--- src/rtl/z16_pkg.sv ---
// Shared definitions for the Z16 fetch path: word widths, fetch FSM encodings
// and the sequential-PC helper.
package z16_pkg;

   localparam int Z16_WORD_W  = 16;
   localparam int Z16_ENTRY_W = 2 * Z16_WORD_W;
   localparam logic [Z16_WORD_W-1:0] Z16_NOP = 16'h0000;

   typedef enum logic [1:0] {
      S_IDLE   = 2'd0,
      S_RUN    = 2'd1,
      S_HALTED = 2'd2
   } fetch_state_e;

   // Instructions are 2 bytes; the 16-bit add wraps FFFE -> 0000 naturally.
   function automatic logic [Z16_WORD_W-1:0] z16_next_pc(input logic [Z16_WORD_W-1:0] pc);
      return pc + 16'd2;
   endfunction

endpackage

--- src/rtl/z16_fetch_fifo.sv ---
// Circular prefetch buffer of {pc, instr} entries. Flush wins over push/pop;
// the head entry is presented straight from storage.
module z16_fetch_fifo
   import z16_pkg::*;
#(
   parameter int DEPTH = 2
) (
   input  logic                   i_clk,
   input  logic                   i_rst,
   input  logic                   i_push,
   input  logic                   i_pop,
   input  logic                   i_flush,
   input  logic [Z16_ENTRY_W-1:0] i_data,
   output logic                   o_full,
   output logic                   o_empty,
   output logic [Z16_ENTRY_W-1:0] o_head
);

   localparam int PTR_W = (DEPTH > 1) ? $clog2(DEPTH) : 1;

   logic [PTR_W-1:0]       rd_ptr_q, wr_ptr_q;
   logic [PTR_W:0]         count_q;
   logic [Z16_ENTRY_W-1:0] entry_w [DEPTH];
   logic                   wr_en;

   assign wr_en   = i_push && !i_flush;
   assign o_full  = (count_q == (PTR_W+1)'(DEPTH));
   assign o_empty = (count_q == '0);
   assign o_head  = entry_w[rd_ptr_q];

   for (genvar gi = 0; gi < DEPTH; gi++) begin : g_entry
      logic [Z16_ENTRY_W-1:0] entry_q;

      always_ff @(posedge i_clk or posedge i_rst) begin
         if (i_rst) begin
            entry_q <= {{Z16_WORD_W{1'b0}}, Z16_NOP};
         end else if (wr_en && (wr_ptr_q == PTR_W'(gi))) begin
            entry_q <= i_data;
         end
      end

      assign entry_w[gi] = entry_q;
   end

   always_ff @(posedge i_clk or posedge i_rst) begin
      if (i_rst) begin
         rd_ptr_q <= '0;
         wr_ptr_q <= '0;
         count_q  <= '0;
      end else if (i_flush) begin
         rd_ptr_q <= '0;
         wr_ptr_q <= '0;
         count_q  <= '0;
      end else begin
         if (i_push) wr_ptr_q <= wr_ptr_q + 1'b1;
         if (i_pop)  rd_ptr_q <= rd_ptr_q + 1'b1;
         case ({i_push, i_pop})
            2'b10:   count_q <= count_q + 1'b1;
            2'b01:   count_q <= count_q - 1'b1;
            default: count_q <= count_q;
         endcase
      end
   end

   a_no_overflow: assert property (@(posedge i_clk) disable iff (i_rst)
      !(i_push && !i_flush && o_full && !i_pop));
   a_no_underflow: assert property (@(posedge i_clk) disable iff (i_rst)
      !(i_pop && !i_flush && o_empty));

endmodule

--- src/rtl/z16_fetch_unit.sv ---
// Z16 instruction-fetch sequencer: owns the fetch PC, drives the zero-latency ROM
// and streams {pc, instr} to decode through the prefetch buffer.
module z16_fetch_unit
   import z16_pkg::*;
#(
   parameter int          DEPTH    = 2,
   parameter logic [15:0] RESET_PC = 16'h0000
) (
   input  logic        i_clk,
   input  logic        i_rst,
   input  logic        i_start,
   input  logic        i_halt,
   input  logic        i_redirect,
   input  logic [15:0] i_target,
   output logic [15:0] o_imem_addr,
   input  logic [15:0] i_imem_instr,
   output logic        o_valid,
   input  logic        i_ready,
   output logic [15:0] o_instr,
   output logic [15:0] o_pc,
   output logic        o_busy
);

   fetch_state_e           state_q, state_d;
   logic [15:0]            pc_q, pc_d;
   logic                   run, pop, fetch, flush;
   logic                   buf_full, buf_empty;
   logic [Z16_ENTRY_W-1:0] head;

   assign run   = (state_q == S_RUN);
   assign pop   = o_valid && i_ready;
   // The word on the ROM bus this cycle is dropped when redirecting or halting.
   assign fetch = run && !i_redirect && !i_halt && (!buf_full || pop);
   assign flush = run && i_redirect;

   z16_fetch_fifo #(
      .DEPTH (DEPTH)
   ) u_fifo (
      .i_clk   (i_clk),
      .i_rst   (i_rst),
      .i_push  (fetch),
      .i_pop   (pop),
      .i_flush (flush),
      .i_data  ({pc_q, i_imem_instr}),
      .o_full  (buf_full),
      .o_empty (buf_empty),
      .o_head  (head)
   );

   always_ff @(posedge i_clk or posedge i_rst) begin
      if (i_rst) begin
         state_q <= S_IDLE;
         pc_q    <= RESET_PC;
      end else begin
         state_q <= state_d;
         pc_q    <= pc_d;
      end
   end

   always_comb begin
      state_d = state_q;
      case (state_q)
         S_IDLE:   if (i_start) state_d = S_RUN;
         S_RUN:    if (i_halt)  state_d = S_HALTED;
         S_HALTED: state_d = S_HALTED;
         default:  state_d = S_IDLE;
      endcase
   end

   always_comb begin
      pc_d = pc_q;
      if (i_redirect) begin
         pc_d = i_target & 16'hFFFE;
      end else if (fetch) begin
         pc_d = z16_next_pc(pc_q);
      end
   end

   assign o_imem_addr = pc_q;
   assign o_valid     = !buf_empty;
   assign o_pc        = head[Z16_ENTRY_W-1:Z16_WORD_W];
   assign o_instr     = head[Z16_WORD_W-1:0];
   assign o_busy      = run;

endmodule

--- config.mk ---
export PLATFORM = sky130hd
export DESIGN_NAME = z16_fetch_unit
export DESIGN_NICKNAME = d
export VERILOG_FILES = /design/src/rtl/z16_pkg.sv /design/src/rtl/z16_fetch_fifo.sv /design/src/rtl/z16_fetch_unit.sv
export SDC_FILE = /design/constraint.sdc
export NUM_CORES = 1
export LEC_CHECK = 0
export CAP_MARGIN = 20
export CORE_UTILIZATION = 46
export CTS_CLUSTER_DIAMETER = 60
export CTS_CLUSTER_SIZE = 24
export DETAILED_ROUTE_END_ITERATION = 16
export PLACE_DENSITY = 0.77
export SYNTH_ARGS = -nofsm -noshare
export SYNTH_HDL_FRONTEND = slang
export SYNTH_SLANG_ARGS = --single-unit
--- constraint.sdc ---
create_clock -name i_clk -period 2.35 [get_ports i_clk]
set_input_delay 0.235 -clock i_clk [delete_from_list [all_inputs] [get_ports i_clk]]
set_output_delay 0.235 -clock i_clk [all_outputs]
set_load 0.01 [all_outputs]
Word level (Yosys, flattened, before mapping)
Cells that the tools add are included.
W data, S select, Z words.
- bits in registers: 86
- bits of input ports: 38
- output and inout port bits: 50
- word-level logic and storage cells: 57
- $add $sub $neg: 5
- order comparisons: 1
- equality and inequality tests: 7
- multiplexer cells: 14
- bitwise gates (word level): 2
- reductions and logical operators: 21
- operators by type and width (kind ; number):
    $mux W32 ; 3
    $mux W16 ; 2
    $add A16 B2 Y16 const B ; 1
    $logic_and A1 B1 Y1 ; 8
    $eq A2 B2 Y1 const B ; 3
    $mux W2 ; 3
    $pmux W2 S3 ; 1
    $reduce_bool A2 Y1 ; 3
    $logic_not A1 Y1 ; 5
    $eq A2 B1 Y1 const B ; 2
    $logic_not A2 Y1 ; 2
    $mux W1 ; 4
    $ne A2 B2 Y1 const B ; 2
    $pmux W2 S2 ; 1
    $reduce_bool A3 Y1 ; 1
    $add A1 B1 Y1 const B ; 2
    $add A2 B1 Y2 const B ; 1
    $ge A2 B2 Y1 const B ; 1
    $not A1 Y2 ; 1
    $reduce_and A2 Y1 ; 1
    $sub A2 B1 Y2 const B ; 1
    $logic_or A1 B1 Y1 ; 1
    $not A1 Y1 ; 1

Logic depth before layout (Yosys ltp)
- word-level depth: 8
- gate-level depth with buffers: 8
- mapped depth without buffers: 6

Modules after synthesis
Synthesis repeated with hierarchy kept, for this count alone.
- cells, all modules: 312
- area total of the unflattened synthesis: 4086.4 um^2
- by module, submodules not included (module ; instances ; cells each ; area each (um^2) ; seq. area each (um^2)):
    z16_fetch_fifo ; 1 ; 193 ; 2987.9 ; 1701.6
    z16_fetch_unit ; 1 ; 119 ; 1098.6 ; 425.4

Worst setup path before layout
No wires, ideal clock.
- path kind: flip-flop to flip-flop
- from: reg state_q[1]
- to: reg u_fifo.g_entry[1].entry_q[21]
- setup time: 128 ps
- arrival: 1859 ps
- required time: 2222 ps
- path slack: 363 ps
- cell stages (with the launch flop): 9
- path buffers: 2
- period minus slack after synthesis: 1987 ps
- path through: dfrtp_1 inv_1 ha_1 nand2b_1 nor2_2 and3_1 buf_2 buf_6 mux2_1
- word-level cells in the longest chain between the ends: 6
- elaborated cells on any way between the ends: 8
- classes of those cells: eq/ne: 1; reduce/logical: 7
- ends and longest elaborated chain (what ; RTL line ; source):
    start, declared ; z16_fetch_unit.sv:24 ; fetch_state_e state_q, state_d;
    start signal, assigned ; z16_fetch_unit.sv:55 ; state_q <= state_d;
    $eq A2 B1 Y1 (*) ; z16_fetch_unit.sv:30 ; assign run = (state_q == S_RUN);
    via o_busy ; z16_fetch_unit.sv:21 ; output logic o_busy
    $logic_and A1 B1 Y1 (3 in series) ; z16_fetch_unit.sv:33 ; assign fetch = run && !i_redirect && !i_halt && (!buf_full || pop);
    $logic_and A1 B1 Y1 (*) ; z16_fetch_fifo.sv:26 ; assign wr_en = i_push && !i_flush;
    $logic_and A1 B1 Y1 (*) ; z16_fetch_fifo.sv:37 ; end else if (wr_en && (wr_ptr_q == PTR_W'(gi))) begin
    end signal, assigned ; z16_fetch_fifo.sv:36 ; entry_q <= {{Z16_WORD_W{1'b0}}, Z16_NOP};
    end signal, assigned ; z16_fetch_fifo.sv:38 ; entry_q <= i_data;
    end, declared ; z16_fetch_fifo.sv:32 ; logic [Z16_ENTRY_W-1:0] entry_q;
Mark *: on every way through the listed nets, which the timed path passes. The rest lies on a longest branch.
A chain may end at the register's enable or synchronous reset.

Worst setup path in the final report
- from: reg u_fifo.rd_ptr_q
- to: out o_instr[9]
- word-level cells in the longest chain between the ends: 4
- ends and longest elaborated chain (what ; RTL line ; source):
    start, declared ; z16_fetch_fifo.sv:21 ; logic [PTR_W-1:0] rd_ptr_q, wr_ptr_q;
    start signal, assigned ; z16_fetch_fifo.sv:56 ; if (i_pop) rd_ptr_q <= rd_ptr_q + 1'b1;
    $not A1 Y2 (not written as such) ; z16_fetch_fifo.sv:29 ; assign o_head = entry_w[rd_ptr_q];
    $mux W32 (not written as such) (3 in series) ; z16_fetch_fifo.sv:29 ;
    end, declared ; z16_fetch_unit.sv:19 ; output logic [15:0] o_instr,
Every way passes these cells. The select of a mux whose other input is x is not followed.

==> flow_summary_export.csv <==
group,metric,value,unit
power,p_clk_share,20.2,%
power,power,5.682,mW
global_routing,grt_pass1_wl,13700,µm
finish,area_growth,31.19,%
clock_tree,post_cts_buffers,0,
power,power_frac_seq,39.8,%
synth,ys_warn_count,0,
global_routing,gr-total-overflow,0,
synth,synth_edf_count,0,
synth,synthesis.area,3988,µm²
worst_setup_path,cp_slowest_stage_delay,550,ps
power,p_per_area,1086,nW/µm²
flow_run,maxCapViolations,0,
timing,fin_crit,2259,ps
placed_design,gp_congestion,0.7856,
route,vias_per_cell,5.398,
route,drc,0,
route,drt-pass1-iter-count,4,
outcome,status,"complete, no violations",
clock_tree,htreeDepth,3,
finish,nets,446,
synth,postSynthCellCount,316,
worst_setup_path,required,2120,ps
worst_setup_path,critical_path_class,"flop to output pin",
synth,synth_ff_type,"dfrtp_1",
timing,tightest_slew,583.4,ps
power,p_sw,1.697,mW
finish,diodes,0,
timing,slew_headroom,61.06,%
clock_tree,clkLatencyLatePin,350,ps
clock_tree,cts_tree,"done",
clock_tree,numCtsBuffers,9,
route,first_iter_violations,73,
power,peakVddDrop,591.7,µV
global_routing,grt_pass1_vias,2815,
clock_tree,ctsResizeCount,0,
floorplanning,core-area,8299,µm²
synth,async_flop_share,100.0,%
power,pwr-share-comb,40.0,%
timing,fin_worst_skew,12.14,ps
finish,mostFrequentLayoutCells,"clkdlybuf4s50_1, dfrtp_1, mux2_2",
route,ant_nets,0,
placed_design,hpwl,5783,µm
clock_tree,cts.path.max_buffers,2,
power,power.leakage,2.233,nW
route,post_drt_wl_per_cell,16.39,µm
finish,layout.cells.most_common,"clkdlybuf4s50_1",
floorplanning,die_h,95.11,µm
clock_tree,root_buffer,"clkbuf_8",
synth,yosysUniqueCellTypes,40,
timing,hold_viol,0,
worst_setup_path,critPathSlowestCell,"dfrtp_1",
floorplanning,io_pins,88,
clock_tree,clk_pin_slew,90,ps
timing,layout_worst_path_cycle_share,96.12,%
timing,slew_violations,0,
min_path,min_path_type,"input port to asynchronous set/reset pin",
power,swShare,29.86,%
global_routing,grt_util_all_layers,20.03,%
floorplanning,die-area,9045,µm²
placed_design,portBuffers,84,
timing,fmax,442.7,MHz
floorplanning,die_w,95.11,µm
synth,avgSynthCellArea,12.62,µm²
synth,synth-seq-area-share,52.09,%
global_routing,antenna_found_initial,0,
power,p_int,3.985,mW
global_routing,grt_max_degree,44,
floorplanning,num_rows,33,
timing,setup_tns,0,ps
clock_tree,holdBufCountCts,0,
route,route.vias.total,2780,
finish,drive_gt1_share,24.39,%
worst_setup_path,start_kind,"flop",
worst_setup_path,worstSetupEndpointType,"output pin",
worst_setup_path,cp.arrival,2020,ps
worst_setup_path,crit_path_max_fanout,27,
worst_setup_path,cp_cell_sequence,"buf_12, mux2_2, clkdlybuf4s50_1",
floorplanning,start_util,48.05,%
timing,rsz0062_at_grt,"no",
synth,ys_ff_latch,83,
clock_tree,cts_sinks,83,
timing,setup_viol,0,
route,finalWirelength,8440,µm
area by class of cell:
type	count	area [µm²]
sequential	83	2077
clock inverter	7	100.1
inverter	7	30.03
fill	655	3068
clock buffer	9	123.9
timing repair buffer	97	988.4
tap	105	131.4
multi-input combinational	207	1780
final timing paths:
path | slack (ps) | depth (start not counted) | to | startpoint
max in group asynchronous | 1450 | 3 | u_fifo.wr_ptr_q | i_rst
min in group i_clk | 440 | 3 | o_imem_addr[11] | i_target[11]
hold reg to reg | 490 | 1 | u_fifo.g_entry[1].entry_q[21] | u_fifo.g_entry[1].entry_q[21]
setup reg to reg | 230 | 7 | u_fifo.g_entry[1].entry_q[31] | state_q[1]
hold / removal | 260 | 2 | u_fifo.g_entry[1].entry_q[13] | i_rst
setup / recovery | 90 | 3 | o_instr[9] | u_fifo.rd_ptr_q
flip-flops by register name, indices dropped and copies added, names as in the netlist:
name,cells
state_q,2
u_fifo.g_entry.entry_q,62
u_fifo.rd_ptr_q,1
u_fifo.count_q,2
o_imem_addr,15
u_fifo.wr_ptr_q,1
power groups by stage:
| stage | Sequential [mW] | Combinational, mW | Clock (mW) |
|---|---|---|---|
| 2_1_floorplan | 2.18 | 1.31 | 0 |
| 5_1_grt | 2.33 | 2.46 | 1.23 |
| 6_report | 2.26 | 2.27 | 1.15 |
| 4_1_cts | 2.27 | 2.31 | 1.17 |
| 3_3_place_gp | 2.25 | 2.25 | 0 |
| 3_5_place_dp | 2.30 | 2.29 | 0 |
metrics by stage:
| stage | area (µm²) | utilization (%) | setup WS, ps | instances | hold WS (ps) |
|---|---|---|---|---|---|
| finish | 5231 | 63.03 | 91.18 | 515 | 258.2 |
| global route | 5231 | 63.03 | 4.609 | 515 | 280.8 |
| CTS | 5231 | 63.03 | 64.61 | 515 | 261.2 |
| detailed placement | 5007 | 60.33 | 117.1 | 499 | 468.4 |
| global placement | 5007 | 60.33 | 191.7 | 499 | 461.3 |
| floorplan | 3995 | - | 363.0 | 317 | 354.9 |
cell usage after synthesis, types with 3 or more instances:
cell | number | share of area (%)
nand2_1 | 20 | 1.9
nor4_1 | 7 | 1.1
nand4_1 | 3 | 0.47
nor3_1 | 3 | 0.38
nor2b_1 | 5 | 0.78
o21ai_0 | 18 | 2.3
a21oi_1 | 3 | 0.38
mux2_2 | 63 | 18
xnor2_1 | 10 | 2.2
mux2i_1 | 5 | 1.3
dfrtp_1 | 83 | 52
buf_2 | 4 | 0.50
nand3_1 | 7 | 0.88
buf_1 | 3 | 0.28
nor2_1 | 3 | 0.28
clkbuf_1 | 7 | 0.66
ha_1 | 3 | 0.94
inv_1 | 7 | 0.66
buf_6 | 4 | 1.1
mux2_1 | 31 | 8.8
cell families after synthesis:
| group | synth area share (%) |
|---|---|
| AOI/OAI and AO/OA | 4.142 |
| xor gates and xnor gates | 2.416 |
| adders and majority gates | 0.9414 |
| buffers and inverters | 3.608 |
| DFF | 52.09 |
| muxes | 27.80 |
| other | 0.09404 |
| and+or+nand+nor | 8.911 |
worst max-delay path: cells and delay by family, from the launching register on:
family,cells,cell delay (ps)
mux,1,350
flops,1,550
buf+inv,2,760
per-layer routing:
layer  share of wire (%)  GRT usage [%]  up-vias
met4                 1.4          6.061        0
met1                  46          25.74     1381
li1                    -              -     1306
met5                   0              0        -
met2                  47          32.38       81
met3                 5.7          6.220       12
(Power assumes the default switching activity.)
